$ cat config.mk
export PLATFORM = sky130hd
export DESIGN_NAME = ro_puf_response_engine
export DESIGN_NICKNAME = d
export VERILOG_FILES = /design/src/rtl/ro_puf_response_engine_pkg.sv /design/src/rtl/ro_puf_response_engine_edge_counter.sv /design/src/rtl/ro_puf_response_engine.sv
export SDC_FILE = /design/constraint.sdc
export NUM_CORES = 2
export LEC_CHECK = 0
export ABC_AREA = 1
export BUFFER_PORTS_ARGS = -buffer_cell sky130_fd_sc_hd__clkbuf_2
export CAP_MARGIN = 10
export CORE_MARGIN = 8
export CORE_UTILIZATION = 40
export CTS_BUF_LIST = sky130_fd_sc_hd__clkbuf_4 sky130_fd_sc_hd__clkbuf_8
export CTS_CLUSTER_DIAMETER = 80
export CTS_CLUSTER_SIZE = 20
export DETAILED_ROUTE_END_ITERATION = 8
export MAX_ROUTING_LAYER = met4
export PLACE_DENSITY = 0.54
export RECOVER_POWER = 50
export SYNTH_ARGS = -nofsm -noshare
export SYNTH_HDL_FRONTEND = slang
export SYNTH_SLANG_ARGS = --single-unit
$ cat constraint.sdc
create_clock -name clk -period 4.5 [get_ports clk]
set_clock_uncertainty 0.1 [all_clocks]
set_input_delay 0.9 -clock clk [delete_from_list [all_inputs] [get_ports clk]]
set_output_delay 0.9 -clock clk [all_outputs]
set_load 0.02 [all_outputs]
$ cat src/rtl/ro_puf_response_engine_pkg.sv
// ---------------------------------------------------------------------------
// puf_pkg
// Shared types and helpers for the ring-oscillator PUF response engine.
//   puf_state_t : measurement FSM state encoding
//   MODE_CHAIN  : compare neighbouring ROs (cnt[i] vs cnt[i+1])
//   MODE_PAIR   : compare disjoint pairs  (cnt[2i] vs cnt[2i+1])
//   n_used()    : number of ROs that a run measures in a given mode
// ---------------------------------------------------------------------------
package puf_pkg;

  typedef enum logic [2:0] {
    ST_IDLE    = 3'd0,
    ST_SETTLE  = 3'd1,
    ST_MEASURE = 3'd2,
    ST_STORE   = 3'd3,
    ST_COMPARE = 3'd4,
    ST_DONE    = 3'd5
  } puf_state_t;

  localparam logic MODE_CHAIN = 1'b0;
  localparam logic MODE_PAIR  = 1'b1;

  // Chain mode needs one extra RO to close the last comparison; pair mode
  // consumes two ROs per response bit.
  function automatic int unsigned n_used(input logic mode, input int unsigned resp_w);
    if (mode == MODE_PAIR) begin
      n_used = 32'd2 * resp_w;
    end else begin
      n_used = resp_w + 32'd1;
    end
  endfunction

endpackage

$ cat src/rtl/ro_puf_response_engine_edge_counter.sv
// ---------------------------------------------------------------------------
// ro_edge_counter
// Brings one asynchronous ring-oscillator output into the clk domain and
// counts its rising edges with a saturating counter.
//   clk, rst  : system clock, synchronous active-high reset
//   clr       : synchronous clear of the count (synchroniser keeps running)
//   en        : count detected rising edges while high
//   ro_async  : raw asynchronous RO signal (already muxed by the parent)
//   cnt       : registered edge count, sticks at all-ones
// ---------------------------------------------------------------------------
module ro_edge_counter #(
  parameter int CNT_W = 25
) (
  input  logic             clk,
  input  logic             rst,
  input  logic             clr,
  input  logic             en,
  input  logic             ro_async,
  output logic [CNT_W-1:0] cnt
);

  logic             sync1_r;
  logic             sync2_r;
  logic             sync2_d_r;
  logic             rise_s;
  logic [CNT_W-1:0] cnt_r;

  // Two-flop synchroniser followed by a delay flop for edge detection.
  always_ff @(posedge clk) begin
    if (rst) begin
      sync1_r   <= 1'b0;
      sync2_r   <= 1'b0;
      sync2_d_r <= 1'b0;
    end else begin
      sync1_r   <= ro_async;
      sync2_r   <= sync1_r;
      sync2_d_r <= sync2_r;
    end
  end

  assign rise_s = sync2_r & ~sync2_d_r;

  // Saturating rising-edge counter; never wraps back to zero.
  always_ff @(posedge clk) begin
    if (rst) begin
      cnt_r <= '0;
    end else if (clr) begin
      cnt_r <= '0;
    end else if (en && rise_s && (cnt_r != {CNT_W{1'b1}})) begin
      cnt_r <= cnt_r + CNT_W'(1);
    end else begin
      cnt_r <= cnt_r;
    end
  end

  assign cnt = cnt_r;

endmodule

$ cat src/rtl/ro_puf_response_engine.sv
// ---------------------------------------------------------------------------
// ro_puf_response_engine
// Measures a bank of ring oscillators one at a time over a programmable
// window, stores the edge counts and turns them into a RESP_W-bit response
// plus a per-bit reliability mask.
//   clk, rst    : system clock, synchronous active-high reset
//   ro_i        : raw asynchronous RO outputs
//   challenge   : current challenge; any change aborts or invalidates a run
//   mode        : 0 chain compare, 1 disjoint-pair compare (latched at start)
//   win_cycles  : measure window in clk cycles, 0 means 1 (latched at start)
//   margin_min  : minimum |difference| for a reliable bit (latched at start)
//   start       : run request, level or pulse
//   busy        : a run is in progress
//   resp_valid  : response/reliable hold a completed result
//   response    : PUF response bits
//   reliable    : 1 where the count difference met margin_min
//   aborted     : one-cycle pulse when a run is dropped on a challenge change
// ---------------------------------------------------------------------------
module ro_puf_response_engine
  import puf_pkg::*;
#(
  parameter int RESP_W = 8,
  parameter int NUM_RO = 2*RESP_W,
  parameter int CHAL_W = 6,
  parameter int CNT_W  = 25,
  parameter int WIN_W  = 26,
  parameter int SETTLE = 4
) (
  input  logic              clk,
  input  logic              rst,
  input  logic [NUM_RO-1:0] ro_i,
  input  logic [CHAL_W-1:0] challenge,
  input  logic              mode,
  input  logic [WIN_W-1:0]  win_cycles,
  input  logic [CNT_W-1:0]  margin_min,
  input  logic              start,
  output logic              busy,
  output logic              resp_valid,
  output logic [RESP_W-1:0] response,
  output logic [RESP_W-1:0] reliable,
  output logic              aborted
);

  localparam int               IDX_W       = (NUM_RO > 1) ? $clog2(NUM_RO) : 1;
  localparam logic [WIN_W-1:0] WIN_ONE     = WIN_W'(1);
  localparam logic [WIN_W-1:0] SETTLE_LAST = WIN_W'(SETTLE - 1);

  puf_state_t        state_r;
  puf_state_t        state_next_s;
  logic [CHAL_W-1:0] chal_d_r;
  logic              chal_change_s;
  logic              mode_r;
  logic [WIN_W-1:0]  win_r;
  logic [WIN_W-1:0]  win_eff_s;
  logic [CNT_W-1:0]  margin_r;
  logic [IDX_W-1:0]  idx_r;
  logic              last_idx_s;
  logic [WIN_W-1:0]  phase_r;
  logic              start_ok_s;
  logic              abort_s;
  logic              clear_done_s;
  logic              ro_sel_s;
  logic              cnt_clr_s;
  logic              cnt_en_s;
  logic [CNT_W-1:0]  edge_cnt_s;
  logic [CNT_W-1:0]  cnt_ram_r [NUM_RO];
  logic [RESP_W-1:0] resp_cmp_s;
  logic [RESP_W-1:0] rel_cmp_s;
  logic              busy_r;
  logic              resp_valid_r;
  logic [RESP_W-1:0] response_r;
  logic [RESP_W-1:0] reliable_r;
  logic              aborted_r;

  // |a-b| one bit wider than the counts so the subtraction cannot wrap.
  function automatic logic [CNT_W:0] abs_diff(input logic [CNT_W-1:0] a,
                                              input logic [CNT_W-1:0] b);
    if (a >= b) begin
      abs_diff = {1'b0, a} - {1'b0, b};
    end else begin
      abs_diff = {1'b0, b} - {1'b0, a};
    end
  endfunction

  assign chal_change_s = (challenge != chal_d_r);
  assign win_eff_s     = (win_r == '0) ? WIN_ONE : win_r;
  assign last_idx_s    = (idx_r == IDX_W'(n_used(mode_r, RESP_W) - 32'd1));
  assign ro_sel_s      = ro_i[idx_r];
  assign cnt_clr_s     = (state_r == ST_SETTLE);
  assign cnt_en_s      = (state_r == ST_MEASURE);

  ro_edge_counter #(
    .CNT_W (CNT_W)
  ) u_edge_counter (
    .clk      (clk),
    .rst      (rst),
    .clr      (cnt_clr_s),
    .en       (cnt_en_s),
    .ro_async (ro_sel_s),
    .cnt      (edge_cnt_s)
  );

  // Next-state logic; a challenge change pre-empts every other transition.
  always_comb begin
    state_next_s = state_r;
    start_ok_s   = 1'b0;
    abort_s      = 1'b0;
    clear_done_s = 1'b0;
    case (state_r)
      ST_IDLE: begin
        if (start && !chal_change_s) begin
          state_next_s = ST_SETTLE;
          start_ok_s   = 1'b1;
        end else begin
          state_next_s = ST_IDLE;
        end
      end
      ST_SETTLE: begin
        if (chal_change_s) begin
          state_next_s = ST_IDLE;
          abort_s      = 1'b1;
        end else if (phase_r == SETTLE_LAST) begin
          state_next_s = ST_MEASURE;
        end else begin
          state_next_s = ST_SETTLE;
        end
      end
      ST_MEASURE: begin
        if (chal_change_s) begin
          state_next_s = ST_IDLE;
          abort_s      = 1'b1;
        end else if (phase_r == (win_eff_s - WIN_ONE)) begin
          state_next_s = ST_STORE;
        end else begin
          state_next_s = ST_MEASURE;
        end
      end
      ST_STORE: begin
        if (chal_change_s) begin
          state_next_s = ST_IDLE;
          abort_s      = 1'b1;
        end else if (last_idx_s) begin
          state_next_s = ST_COMPARE;
        end else begin
          state_next_s = ST_SETTLE;
        end
      end
      ST_COMPARE: begin
        if (chal_change_s) begin
          state_next_s = ST_IDLE;
          abort_s      = 1'b1;
        end else begin
          state_next_s = ST_DONE;
        end
      end
      ST_DONE: begin
        if (chal_change_s) begin
          state_next_s = ST_IDLE;
          clear_done_s = 1'b1;
        end else if (start) begin
          state_next_s = ST_SETTLE;
          start_ok_s   = 1'b1;
        end else begin
          state_next_s = ST_DONE;
        end
      end
      default: begin
        state_next_s = ST_IDLE;
      end
    endcase
  end

  // Response and reliability bits from the stored counts; ties give 0.
  always_comb begin
    resp_cmp_s = '0;
    rel_cmp_s  = '0;
    for (int i = 0; i < RESP_W; i++) begin
      if (mode_r == MODE_PAIR) begin
        resp_cmp_s[i] = (cnt_ram_r[2*i] > cnt_ram_r[2*i+1]);
        rel_cmp_s[i]  = (abs_diff(cnt_ram_r[2*i], cnt_ram_r[2*i+1]) >= {1'b0, margin_r});
      end else begin
        resp_cmp_s[i] = (cnt_ram_r[i] > cnt_ram_r[i+1]);
        rel_cmp_s[i]  = (abs_diff(cnt_ram_r[i], cnt_ram_r[i+1]) >= {1'b0, margin_r});
      end
    end
  end

  // State, sequencing counters, latched run parameters and the count RAM.
  always_ff @(posedge clk) begin
    if (rst) begin
      state_r  <= ST_IDLE;
      chal_d_r <= '0;
      mode_r   <= MODE_CHAIN;
      win_r    <= '0;
      margin_r <= '0;
      idx_r    <= '0;
      phase_r  <= '0;
      for (int k = 0; k < NUM_RO; k++) begin
        cnt_ram_r[k] <= '0;
      end
    end else begin
      state_r  <= state_next_s;
      chal_d_r <= challenge;
      if (start_ok_s) begin
        mode_r   <= mode;
        win_r    <= win_cycles;
        margin_r <= margin_min;
        idx_r    <= '0;
      end else if ((state_r == ST_STORE) && (state_next_s == ST_SETTLE)) begin
        idx_r <= idx_r + IDX_W'(1);
      end else begin
        idx_r <= idx_r;
      end
      // The phase counter restarts on every state change so SETTLE and
      // MEASURE each see a fresh 0-based count.
      if (state_next_s != state_r) begin
        phase_r <= '0;
      end else begin
        phase_r <= phase_r + WIN_ONE;
      end
      if ((state_r == ST_STORE) && !abort_s) begin
        cnt_ram_r[idx_r] <= edge_cnt_s;
      end
    end
  end

  // Registered outputs, all derived from the upcoming state.
  always_ff @(posedge clk) begin
    if (rst) begin
      busy_r       <= 1'b0;
      resp_valid_r <= 1'b0;
      response_r   <= '0;
      reliable_r   <= '0;
      aborted_r    <= 1'b0;
    end else begin
      busy_r       <= (state_next_s == ST_SETTLE)  || (state_next_s == ST_MEASURE) ||
                      (state_next_s == ST_STORE)   || (state_next_s == ST_COMPARE);
      resp_valid_r <= (state_next_s == ST_DONE);
      aborted_r    <= abort_s;
      if ((state_r == ST_COMPARE) && !abort_s) begin
        response_r <= resp_cmp_s;
        reliable_r <= rel_cmp_s;
      end else if (clear_done_s) begin
        response_r <= '0;
        reliable_r <= '0;
      end else begin
        response_r <= response_r;
        reliable_r <= reliable_r;
      end
    end
  end

  assign busy       = busy_r;
  assign resp_valid = resp_valid_r;
  assign response   = response_r;
  assign reliable   = reliable_r;
  assign aborted    = aborted_r;

endmodule

# Yosys cells after proc, flatten, opt, wreduce, memory -nomap -nowiden
# Memories as Yosys holds them, arrays and structs flattened.
# Cells that the tools add are included.
# word_totals
mem_bits_rw	400
memories	1
word_cells	200
out_inout_bits	19
regBits	138
in_bits	77
# memory_table
name	words	width	rd	rd_ports_with_merged_regs	write_ports	line_no	source
cnt_ram_r	16	25	16	0	16	ro_puf_response_engine.sv:66	logic [CNT_W-1:0] cnt_ram_r [NUM_RO];
# classes
order_cmp	41
muxes	76
n_reduce_logical	19
n_eq_ne	16
bitwise	2
n_addsub	29
# ops
operator	count
26-bit 2-to-1 mux	29
25-bit by 25-bit subtractor with 26-bit output	24
26-bit by 25-bit greater-or-equal comparator with 1-bit output	16
25-bit greater-or-equal comparator	12
25-bit > comparator	12
1-bit 2-to-1 mux	30
26-bit by 1-bit adder with 26-bit output (second input constant)	1
26-bit by 2-bit equality test with 1-bit output (second input constant)	1
26-bit equality test	1
26-bit logical NOT	1
26-bit by 1-bit subtractor with 26-bit output (second input constant)	1
25-bit by 1-bit adder with 25-bit output (second input constant)	1
25-bit 2-to-1 mux	1
25-bit inequality test (second input constant)	1
25-bit OR reduction	1
8-bit 2-to-1 mux	3
3-bit case mux with 6 select lines	1
3-bit 2-to-1 mux	5
3-bit by 2-bit equality test with 1-bit output (second input constant)	4
3-bit equality test (second input constant)	4
4-bit 2-to-1 mux	2
3-bit by 1-bit equality test with 1-bit output (second input constant)	2
1-bit logical AND	6
2-bit 2-to-1 mux	3
other kinds (16)	21

# Logic depth before layout (Yosys ltp)
# depth
depth_word	11
depth_mapped	35
mapped_depth_nobuf	34

# Hierarchy
# Synthesis repeated with hierarchy kept, for this count alone.
# hier_totals
cells_unflattened	8692
hier_area_um2	61099.8
# by_module_without_submodules
module	area_each_um2	n_inst	seq_area_each_um2	cells_each
ro_puf_response_engine	59517.1	1	14213.6	8444
ro_edge_counter	1582.8	1	560.5	248

# Worst setup path before layout
# No wires, ideal clock.
# synth_path
path_type	register -> register
start	memory cnt_ram_r[7][0]
end	register reliable_r[7], in the netlist reliable[7]
slack_ns	0.556
setup_time_ns	0.071
path_stages_with_launch	32
synth_period_minus_slack_ns	3.944
path_buffers	2
required_ns	4.329
t_arrival_ns	3.773
cell_sequence	edfxtp_1 > inv_1 > ha_1 > inv_1 > fa_1 > nand3_1 > nand3_1 > a21o_1 > nand4_1 > nand3_1 > nor2_1 > buf_2 > clkbuf_1 > nand2_1 > nand2_1 > xnor2_1 > inv_1 > ha_1 > nand2_1 > nor3_1 > nand4_1 > nor3_1 > nor2_1 > nand3_1 > nand2_1 > nand2_1 > nand3_1 > nand2_1 > nand2_1 > nand2_1 > nand3_1 > a21oi_1
# synth_lines
element	line_no	source
start: declaration	ro_puf_response_engine.sv:66	
end signal: assignment	ro_puf_response_engine.sv:242	reliable_r <= rel_cmp_s;
end signal: assignment	ro_puf_response_engine.sv:248	reliable_r <= reliable_r;
end: declaration	ro_puf_response_engine.sv:72	logic [RESP_W-1:0] reliable_r;

==> flow_summary.ini <==
[worst_setup_path]
critPathLaunchType = flip-flop
crit_slowest_cell = edfxtp_1
end_kind = flip-flop
max_stage_delay_ps = 410
rrSetupSlack_ps = -260
critPathMaxFanout = 5
r2r-start = cnt_ram_r[7][19]
crit_top_cell = nand2_1
arrival_ps = 5310
reg2reg_depth = 29
crit_type = flip-flop to flip-flop
reg2reg_to = reliable[3]
crit_required_ps = 5050

[synth]
syn_area_per_cell_um2 = 7.010
synth-seq-cells = 538
async_reset_ff_share_pct = 0
ys_seq_area_share_pct = 24.27
synth.area.top_cells = edfxtp_1 20%, ha_1 19%, nand2_1 9.2%
synth-warning-count = 0
netlist_instances = 8685
synth_edf_count = 400
syn_area_um2 = 60880
synth_top_area_cell = edfxtp_1
synth.most_common_cell = nand2_1
synth_common_cells = 1497 x nand2_1, 1428 x inv_1, 1145 x nor2_1, 970 x a21oi_1, 907 x ha_1
synth_ff_type = edfxtp_1
syn_nets = 9693
synth_top_area_share_pct = 19.73
synthDistinctLibCells = 68

[sta]
maxSlewViolCount = 242
setup_viol = 5
fmax_ghz = 0.2101
fin_hold_ws_ps = 122.0
relSlewSlack_pct = -80.95
tightest_slew_ps = 2696
fin_ws_ps = -259.3
hold_violations = 0
period_share_pct = 105.8
rsz0062_at_grt = yes
post-route-min-period_ps = 4759

[floorplan]
rows = 143
die-area_um2 = 165000
coreArea_um2 = 151500
start_util_pct = 40.17
die_x_um = 406.1
die_h_um = 406.1
pin_count = 96

[clocking]
htreeDepth = 2
cts_tree = built
worstSkewPairLatency_ps = 880
cts_sinks = 538
clk_pin_slew_worst_paths_ps = 110
cts_root_buf = clkbuf_8
ctsHoldBuffers = 0
cts.path.max_buffers = 3
cts_buffers = 59

[cells_and_area]
postLayoutCellArea_um2 = 81240
finalNetCount = 11430
syn_to_final_growth_pct = 33.43
drive_above_1_share_pct = 24.51

[placed_design]
port_buffers = 95
pre_cts_ws_ps = -929.7
gp_congestion = 1.033
dpl-instance-area_um2 = 75420
hpwl_mm = 239.3

[route]
antenna_left = 0
top_layer = met4
dr_total_vias = 67750
drc = 0
wl_met3_mm = 23.32
met1_length_mm = 127.6
routed_wl_mm = 297.1
route.met2.wl_mm = 130.4
dr.pass1.iters = 8
post_drt_via_cell_ratio = 5.416
wl_per_cell_um = 23.75
drtIter0Drc = 6671

[pwr]
switchingPower_mw = 9.127
p_seq_share_pct = 26.8
pwr-share-clk_pct = 20.8
power.total_mw = 21.07
powerDensity_nw_per_um2 = 259.4
leakage_nw = 38.58
vdd_drop_max_uv = 271.9
swShare_pct = 43.31
p_comb_share_pct = 52.4
p_int_mw = 11.95

[hold_path]
holdPathStages = 3
min-delay-start = challenge[4]
worstHoldEndpoint = chal_d_r[4]
hp-class = input pin to flip-flop

[flow_run]
cap_violations = 12

[grt]
overflow = 0
grt_max_degree = 71
first_global_vias = 64850
track_usage_pct = 35.37
grt_pass1_wl_mm = 423.2
antenna_found_initial = 16

[run_status]
status = complete, but fails checks
violations = capacitance limit, slew limit, setup timing
## per-layer routing
layer	track usage [%]	vias to the layer above
li1	-	32330
met1	46.35	32050
met5	-	-
met3	4.656	595
met2	55.25	2774
met4	14.27	0
## power groups by stage
stage	clock, mW	sequential (mW)	combinational, mW
finish	4.38	5.64	11.0
global route	4.61	5.67	12.1
CTS	4.47	5.64	10.2
detailed placement	0	5.75	9.74
global placement	0	5.74	9.68
floorplan	0	5.73	5.62
## logic make-up after synthesis
| logic type | Yosys count | synth area share, % |
|---|---|---|
| mux | 56 | 0.9412 |
| xor+xnor | 338 | 4.862 |
| simple gates | 3134 | 21.22 |
| flops | 538 | 24.27 |
| fa+ha+maj | 931 | 19.43 |
| buf+inv | 1617 | 10.15 |
| compound gates | 2071 | 19.13 |
## metrics by stage
step                      cells  utilization [%]  setup TNS [ps]
after CTS                 12440            52.10          -227.2
after global routing      12510            53.60           -2448
after detailed placement  12260            49.77           -4953
after floorplan            8685                -               0
final                     12510            53.60          -553.2
after global placement    12260            49.77           -4689
## layout by cell type (no fill, tap or decap), types with 68 or more instances in the layout
cell type	n
dfxtp_1	137
clkbuf_2	75
ha_1	828
nand2_2	87
o21ai_0	487
a211oi_1	73
nand4_1	72
a21oi_2	80
a21oi_1	879
nand3_1	161
ha_4	71
nand2_1	1397
o21ai_1	90
a21o_1	68
nor3_1	73
xor2_1	181
buf_4	1639
nor2_1	1085
inv_1	1362
xnor2_1	137
edfxtp_1	400
## worst max-delay path: cells and delay by family, from the launching register on
family,cells,cell delay [ps]
buffers and inverters,5,660
AO/OA/AOI/OAI,6,800
AND/OR/NAND/NOR,15,1780
flip-flops,1,410
adder cells (fa/ha/maj),2,540
XOR/XNOR,1,260
## registers in the layout (all words and copies together) (netlist names), 3 cells and up
name                count
cnt_ram_r             400
phase_r                26
win_r                  26
margin_r               25
u_edge_counter.cnt     25
reliable                8
response                8
chal_d_r                6
idx_r                   4
state_r                 3
## worst max path at each step
| stage | start | endpoint | slack (ps) | depth (start not counted) |
|---|---|---|---|---|
| 2_1_floorplan | cnt_ram_r[7][0] | reliable[7] | 560 | 31 |
| 3_3_place_gp | cnt_ram_r[4][0] | reliable[4] | -900 | 30 |
| 3_5_place_dp | cnt_ram_r[4][0] | reliable[4] | -930 | 31 |
| 4_1_cts | cnt_ram_r[6][15] | reliable[3] | -170 | 29 |
| 5_1_grt | cnt_ram_r[6][12] | reliable[5] | -370 | 32 |
| 6_report | cnt_ram_r[7][19] | reliable[3] | -260 | 29 |
## layout make-up
class,count,area [um2]
antenna,9,22.52
multi-input combinational,6530,42960
inverter,1466,5557
sequential,538,14780
tap,2030,2540
clock buffer,62,840.8
fill,15220,70310
timing repair buffer,1824,13840
clock inverter,50,695.7
## what timing repair did
action,4_1_cts,5_1_grt
pin swaps,139,237
setup endpoints to repair,8,8
gates cloned,2,1
gates resized for setup,379,489
buffers inserted,74,63
Note: power is estimated with default switching activity, not from simulation.
